[src/rtl/cpu_pkg.sv]
// Shared CPU definitions: arbiter state encoding, memory-port owner ids and
// default bus widths used by the memory port arbiter and its helpers.
package cpu_pkg;

    localparam int DEF_ADDR_WIDTH = 32;
    localparam int DEF_DATA_WIDTH = 32;

    // Arbiter sequencing states
    typedef enum logic [1:0] {
        ARB_IDLE   = 2'd0,
        ARB_ACCESS = 2'd1,
        ARB_RESP   = 2'd2
    } arb_state_t;

    // Which requester currently owns the memory port
    typedef enum logic {
        OWN_IF = 1'b0,
        OWN_DM = 1'b1
    } owner_t;

    // Fixed-priority selection: the data port always beats the fetch port
    function automatic owner_t pick_owner(input logic dm_eligible);
        owner_t result;
        if (dm_eligible) begin
            result = OWN_DM;
        end else begin
            result = OWN_IF;
        end
        return result;
    endfunction

endpackage

[src/rtl/mem_port_arbiter_sat_counter.sv]
// Saturating up-counter with enable. Sticks at all-ones instead of wrapping
// so long stalls never read back as short ones.
module sat_counter
    import cpu_pkg::*;
#(
    parameter int WIDTH = 32
) (
    input  logic             clock,
    input  logic             reset,
    input  logic             enable,
    output logic [WIDTH-1:0] count
);

    localparam logic [WIDTH-1:0] COUNT_MAX  = {WIDTH{1'b1}};
    localparam logic [WIDTH-1:0] COUNT_ZERO = {WIDTH{1'b0}};
    localparam logic [WIDTH-1:0] COUNT_ONE  = WIDTH'(32'd1);

    // Count enabled cycles, holding at the maximum value
    always_ff @(posedge clock or posedge reset) begin
        if (reset) begin
            count <= COUNT_ZERO;
        end else if (enable && (count != COUNT_MAX)) begin
            count <= count + COUNT_ONE;
        end else begin
            count <= count;
        end
    end

endmodule

[src/rtl/mem_port_arbiter.sv]
// Memory port arbiter: sole master of the unified instruction/data memory.
// Serialises instruction fetches (IF) and loads/stores (DM) onto a single
// memory port, one access at a time, and counts fetch stall cycles.
module mem_port_arbiter
    import cpu_pkg::*;
#(
    parameter int ADDR_WIDTH  = DEF_ADDR_WIDTH,
    parameter int DATA_WIDTH  = DEF_DATA_WIDTH,
    parameter int MEM_LATENCY = 1
) (
    input  logic                  clock,
    input  logic                  reset,
    input  logic                  if_req,
    input  logic [ADDR_WIDTH-1:0] if_addr,
    output logic                  if_ack,
    output logic [DATA_WIDTH-1:0] if_rdata,
    input  logic                  dm_req,
    input  logic                  dm_we,
    input  logic [ADDR_WIDTH-1:0] dm_addr,
    input  logic [DATA_WIDTH-1:0] dm_wdata,
    output logic                  dm_ack,
    output logic [DATA_WIDTH-1:0] dm_rdata,
    input  logic                  halt,
    output logic                  mem_en,
    output logic                  mem_we,
    output logic [ADDR_WIDTH-1:0] mem_addr,
    output logic [DATA_WIDTH-1:0] mem_wdata,
    input  logic [DATA_WIDTH-1:0] mem_rdata,
    output logic                  busy,
    output logic [31:0]           if_wait_cycles
);

    // Down-counter width: must hold MEM_LATENCY, at least one bit
    localparam int LAT_W = (MEM_LATENCY < 2) ? 1 : $clog2(MEM_LATENCY + 1);
    localparam logic [LAT_W-1:0] LAT_LOAD = LAT_W'(MEM_LATENCY);
    localparam logic [LAT_W-1:0] LAT_ZERO = LAT_W'(32'd0);
    localparam logic [LAT_W-1:0] LAT_ONE  = LAT_W'(32'd1);
    localparam logic [ADDR_WIDTH-1:0] ADDR_ZERO = {ADDR_WIDTH{1'b0}};
    localparam logic [DATA_WIDTH-1:0] DATA_ZERO = {DATA_WIDTH{1'b0}};

    arb_state_t       state;
    owner_t           owner;
    logic             acc_we;
    logic [LAT_W-1:0] lat_cnt;
    logic             halted;
    logic             if_eligible;
    logic             grant_valid;
    owner_t           grant_owner;
    logic             wait_count_en;

    // Remember that HLT was seen; only reset can clear it, so a glitch on
    // halt cannot re-enable fetching.
    always_ff @(posedge clock or posedge reset) begin
        if (reset) begin
            halted <= 1'b0;
        end else if (halt) begin
            halted <= 1'b1;
        end else begin
            halted <= halted;
        end
    end

    // Decide whether a request can be granted this cycle and who gets it
    always_comb begin
        if_eligible = if_req && !halt && !halted;
        grant_valid = 1'b0;
        grant_owner = OWN_IF;
        if (dm_req || if_eligible) begin
            grant_valid = 1'b1;
            grant_owner = pick_owner(dm_req);
        end else begin
            grant_valid = 1'b0;
            grant_owner = OWN_IF;
        end
    end

    // Sequencer: grant in IDLE, wait out the memory latency, pulse the ack
    always_ff @(posedge clock or posedge reset) begin
        if (reset) begin
            state     <= ARB_IDLE;
            owner     <= OWN_IF;
            acc_we    <= 1'b0;
            lat_cnt   <= LAT_ZERO;
            mem_en    <= 1'b0;
            mem_we    <= 1'b0;
            mem_addr  <= ADDR_ZERO;
            mem_wdata <= DATA_ZERO;
            if_ack    <= 1'b0;
            dm_ack    <= 1'b0;
            if_rdata  <= DATA_ZERO;
            dm_rdata  <= DATA_ZERO;
            busy      <= 1'b0;
        end else begin
            case (state)
                ARB_IDLE: begin
                    if_ack <= 1'b0;
                    dm_ack <= 1'b0;
                    if (grant_valid) begin
                        state   <= ARB_ACCESS;
                        owner   <= grant_owner;
                        lat_cnt <= LAT_LOAD;
                        mem_en  <= 1'b1;
                        busy    <= 1'b1;
                        if (grant_owner == OWN_DM) begin
                            acc_we    <= dm_we;
                            mem_we    <= dm_we;
                            mem_addr  <= dm_addr;
                            mem_wdata <= dm_wdata;
                        end else begin
                            acc_we    <= 1'b0;
                            mem_we    <= 1'b0;
                            mem_addr  <= if_addr;
                            mem_wdata <= DATA_ZERO;
                        end
                    end else begin
                        mem_en <= 1'b0;
                        mem_we <= 1'b0;
                        busy   <= 1'b0;
                    end
                end
                ARB_ACCESS: begin
                    // The strobe is a single cycle; the rest is waiting
                    mem_en <= 1'b0;
                    mem_we <= 1'b0;
                    if (lat_cnt == LAT_ZERO) begin
                        state <= ARB_RESP;
                        if (owner == OWN_DM) begin
                            dm_ack <= 1'b1;
                            // A store leaves the previous load result intact
                            if (!acc_we) begin
                                dm_rdata <= mem_rdata;
                            end else begin
                                dm_rdata <= dm_rdata;
                            end
                        end else begin
                            if_ack   <= 1'b1;
                            if_rdata <= mem_rdata;
                        end
                    end else begin
                        lat_cnt <= lat_cnt - LAT_ONE;
                    end
                end
                ARB_RESP: begin
                    // No grant on this edge: requesters update their
                    // request during the ack cycle.
                    state  <= ARB_IDLE;
                    if_ack <= 1'b0;
                    dm_ack <= 1'b0;
                    busy   <= 1'b0;
                end
                default: begin
                    state  <= ARB_IDLE;
                    mem_en <= 1'b0;
                    mem_we <= 1'b0;
                    if_ack <= 1'b0;
                    dm_ack <= 1'b0;
                    busy   <= 1'b0;
                end
            endcase
        end
    end

    // A fetch is stalled whenever it is requested but not being acked
    always_comb begin
        wait_count_en = if_req && !if_ack;
    end

    sat_counter #(
        .WIDTH (32)
    ) u_if_wait_counter (
        .clock  (clock),
        .reset  (reset),
        .enable (wait_count_en),
        .count  (if_wait_cycles)
    );

endmodule

[config.mk]
export PLATFORM = sky130hd
export DESIGN_NAME = mem_port_arbiter
export DESIGN_NICKNAME = d
export VERILOG_FILES = /design/src/rtl/cpu_pkg.sv /design/src/rtl/mem_port_arbiter_sat_counter.sv /design/src/rtl/mem_port_arbiter.sv
export SDC_FILE = /design/constraint.sdc
export NUM_CORES = 1
export LEC_CHECK = 0
export ABC_AREA = 1
export CORE_ASPECT_RATIO = 2
export CORE_MARGIN = 2
export CORE_UTILIZATION = 40
export DETAILED_ROUTE_END_ITERATION = 8
export GPL_TIMING_DRIVEN = 0
export PLACE_DENSITY = 0.73
export SLEW_MARGIN = 20
export SYNTH_ARGS = -nofsm -noshare
export SYNTH_HDL_FRONTEND = slang
export SYNTH_HIERARCHICAL = 1
export SYNTH_SLANG_ARGS = --single-unit
[constraint.sdc]
create_clock -name clock -period 9.78 [get_ports clock]
set_input_delay 1.467 -clock clock [delete_from_list [all_inputs] [get_ports clock]]
set_output_delay 1.467 -clock clock [all_outputs]
set_load 0.05 [all_outputs]
# Yosys cells after proc, flatten, opt, wreduce, memory -nomap -nowiden
# Index checks and enable logic that the tools add are counted.
# word_totals
ff_bits	171
wordCells	67
# op_classes
addsub	2
n_eq_ne	7
n_mux	23
n_bitwise	3
reduce_logical	17
# op_table
op	count
2-to-1 mux 32 bit	2
adder 32 x 1 -> 32 bit, second input constant	1
inequality test 32 bit, second input constant	1
2-to-1 mux 1 bit	14
AND reduction 2 bit	5
inequality test 2 bit, second input constant	4
one-hot mux 1 bit (2 select lines)	4
logical AND 1 bit	4
2-to-1 mux 2 bit	2
one-hot mux 2 bit (2 select lines)	1
AND reduction 4 bit	1
zero test 1 bit	3
inverter 1 bit	3
AND reduction 3 bit	1
equality test 2 x 1 -> 1 bit, second input constant	1
equality test 2 bit, second input constant	1
zero test 2 bit	1
nonzero test 2 bit	1
logical OR 1 bit	1
subtractor 1 bit, second input constant	1

# Logic depth before layout (Yosys ltp)
# logic_depth
ltp_word	8
mapped_depth	11
ltp_nobuf	10

# Modules after synthesis
# The synthesis kept the hierarchy.
# modules_own_cells
mod	n_inst	cells_per_inst	area_per_inst_um2	seq_area_each_um2
mem_port_arbiter	1	669	5904.4	3478.3
sat_counter	1	361	2257.2	800.8

# Worst setup path before layout
# No wires, ideal clock.
# synth_path
path_kind	input-to-reg
start	in if_req
end	reg u_if_wait_counter.count[10]
setup_time_ns	0.065
arrival_ns	2.344
required_ns	9.715
slack_ns	7.371
path_stages	8
path_buffers	2
path_cell_list	inv_1 > nor2_1 > inv_1 > a21oi_1 > buf_6 > buf_6 > nand2_1 > nand2_1
# synth_between
elab_chain_cells	2
# synth_lines
element	line_no	text
from (decl)	mem_port_arbiter.sv:13	input logic if_req,
logical AND 1 bit	mem_port_arbiter.sv:165	wait_count_en = if_req && !if_ack;
via wait_count_en	mem_port_arbiter.sv:49	logic wait_count_en;
logical AND 1 bit	mem_port_arbiter_sat_counter.sv:22	end else if (enable && (count != COUNT_MAX)) begin
to (signal assigned)	mem_port_arbiter_sat_counter.sv:23	count <= count + COUNT_ONE;
to (signal assigned)	mem_port_arbiter_sat_counter.sv:25	count <= count;
to (decl)	mem_port_arbiter_sat_counter.sv:11	output logic [WIDTH-1:0] count
# The timed path passes the listed nets, and every way through them passes these cells.
# A chain may end at the register's enable or synchronous reset.

# Worst setup path in the final report
# layout_path
start	reg u_if_wait_counter.count[20]
end	out if_wait_cycles[20]
# layout_rtl
element	line_no	text
to (decl)	mem_port_arbiter.sv:30	output logic [31:0] if_wait_cycles
# No word-level cell between the ends.

==> results.toml <==
[status]
status = "finished clean"

[setup_path]
cp_slowest_cell = "clkdlybuf4s50_1"
crit_family = "buffers and inverters"
r2r-start = "u_if_wait_counter/count[0]"
arrival_ns = 1.78
path_buf_inv = 1
r2r_slack_ns = 7.76
setup.worst_path.class = "reg -> out"
crit_path_start = "u_if_wait_counter/count[20]"
cp.required_ns = 8.31
startpoint_type = "register"
worstPathMaxFanout = 6
cp_slowest_stage_delay_ns = 0.86
crit_path_end_kind = "output port"
path_cells = "clkdlybuf4s50_1"

[synthesis]
netlist_area_um2 = 8160
synthArstFlopShare = 1.00
ys_warn_count = 6
ys.flop_type = "dfrtp_1"
synth_cell_types = 29
syn_inst = 1030
ys_seq_elements = 171
syn_avg_cell_area_um2 = 7.92
syn_nets = 1165
ys_seq_area_frac = 0.524
synth_edf_count = 0

[sta]
rsz0062_at_grt = "no"
period_share = 0.332
maxSlewHeadroom = 0.545
slew_viol_final = 0
hold_viol_final = 0
timing.setup.tns_ns = 0
fmax_mhz = 308
skew_ns = 0.00848
setup-violations-final = 0
fin_crit_ns = 3.25
worstMarginPinSlew_ns = 0.682

[route]
via_count = 7846
via_per_inst = 4.83
drtAntennaViolNets = 0
drt-pass1-iter-count = 5
wirelength_um = 24900
wire_per_inst_um = 15.3
drt_iter0_drc = 355
drc = 0

[grt]
grt_pass1_vias = 7924
grt_usage = 0.236
overflow = 0
grt_antenna_before_repair = 0
grt_pass1_wl_um = 40000
grt_max_degree = 94

[min_path]
hp-class = "reg -> reg"
hp-start = "if_rdata[20]"

[placement]
dpl_cell_area_um2 = 11500
place_congestion = 0.940
dp_hpwl_um = 19400
portBuffers = 297

[pwr]
p_per_area_nw_per_um2 = 320
p_leak_nw = 5.87
irDropWorstVdd_uv = 222

[layout]
fin_area_um2 = 12100
syn2layout_area_growth_pct = 48.6
final_nets = 1482
mostFrequentLayoutCell = "nand2_1"
drive_above_1_share = 0.0868
fill_cells = 1875
n_antenna_cell = 0
final_cell_mix = "nand2_1 (463), clkdlybuf4s50_1 (297), dfrtp_1 (171)"

[clock_network]
cts_num_sinks = 171
cts_resized = 0
htreeDepth = 4
root_buffer = "clkbuf_16"
clkSlewWorstSetupHoldPaths_ns = 0.07
ctsHoldBuffers = 0
cts_buffers = 17
clock_latency_ns = 0.44
cts_buffer_depth = 2
cts_tree = "built"
cts_setup_buffers = 0

[floorplan]
initial_core_util = 0.404
coreArea_um2 = 20200
ios = 299
die-area_um2 = 21600
rows = 74
dieWidth_um = 105
die_h_um = 206

[job]
maxCapViolCount = 0
metal layers:
metal | share of wire | global-route usage | wire length [um] | vias up
met1 | 0.37 | 0.259 | 9310 | 3605
li1 | - | - | - | 3849
met3 | 0.10 | 0.0870 | 2580 | 49
met5 | 0 | 0 | 0 | -
met4 | 0.041 | 0.115 | 1020 | 0
met2 | 0.48 | 0.400 | 12000 | 343
path summary, 6_finish.rpt:
| path | to | depth (start not counted) |
|---|---|---|
| max | if_wait_cycles[20] | 1 |
| min | if_rdata[20] | 2 |
| max reg2reg | u_if_wait_counter/count[13] | 10 |
| min reg2reg | if_rdata[20] | 2 |
| max in group asynchronous | mem_wdata[12] | 3 |
| min in group asynchronous | mem_addr[9] | 2 |
per-stage QoR:
stage	power [mW]	hold WS [ns]	instances	utilization	worst slack (ns)
floorplan	2.43	0.433	1030	-	4.59
global placement	3.14	0.452	1593	0.568	2.69
detailed placement	3.17	0.466	1594	0.570	6.53
CTS	3.91	0.483	1626	0.601	6.52
global route	4.07	0.513	1626	0.601	6.49
finish	3.88	0.484	1626	0.601	6.53
where the power goes:
part | internal (mW) | switching [mW]
sequential | 0.969 | 0.166
clock | 0.412 | 0.308
combinational | 0.651 | 1.37
total | 2.03 | 1.85
flip-flops by register name, indices dropped and copies added (netlist names), 2 cells and up:
signal                   count
u_if_wait_counter/count     32
mem_wdata                   32
mem_addr                    32
dm_rdata                    32
if_rdata                    32
state                        2
synthesized netlist by cell type, types with 8 or more instances:
| master | instances | share of area |
|---|---|---|
| nand3_1 | 115 | 0.071 |
| buf_4 | 10 | 0.0092 |
| clkbuf_1 | 9 | 0.0041 |
| dfrtp_1 | 171 | 0.52 |
| nor2_1 | 55 | 0.025 |
| nand2_1 | 463 | 0.21 |
| buf_6 | 8 | 0.011 |
| inv_1 | 68 | 0.031 |
| buf_2 | 20 | 0.012 |
| o21ai_1 | 34 | 0.021 |
| o21ai_0 | 12 | 0.0074 |
| o21ai_2 | 23 | 0.025 |
cell families (layout without fill, tap and decap cells):
kind of cell / Yosys count / in the layout / share of synthesized area
xor+xnor: 12 / 12 / 0.0129
simple gates: 656 / 656 / 0.335
flops: 171 / 171 / 0.524
fa+ha+maj: 1 / 1 / 0.00153
buf+inv: 119 / 449 / 0.0725
compound gates: 71 / 71 / 0.0541
layout make-up:
class	instances	area (um2)	area share
Tap cell	266	333	0.0274
Timing Repair Buffer	298	3000	0.247
Sequential cell	171	4280	0.353
Clock buffer	17	425	0.0351
Multi-Input combinational cell	740	3290	0.271
Inverter	70	270	0.0223
Clock inverter	15	204	0.0168
Buffer	49	329	0.0271
Power figures use the tool's default switching activity.
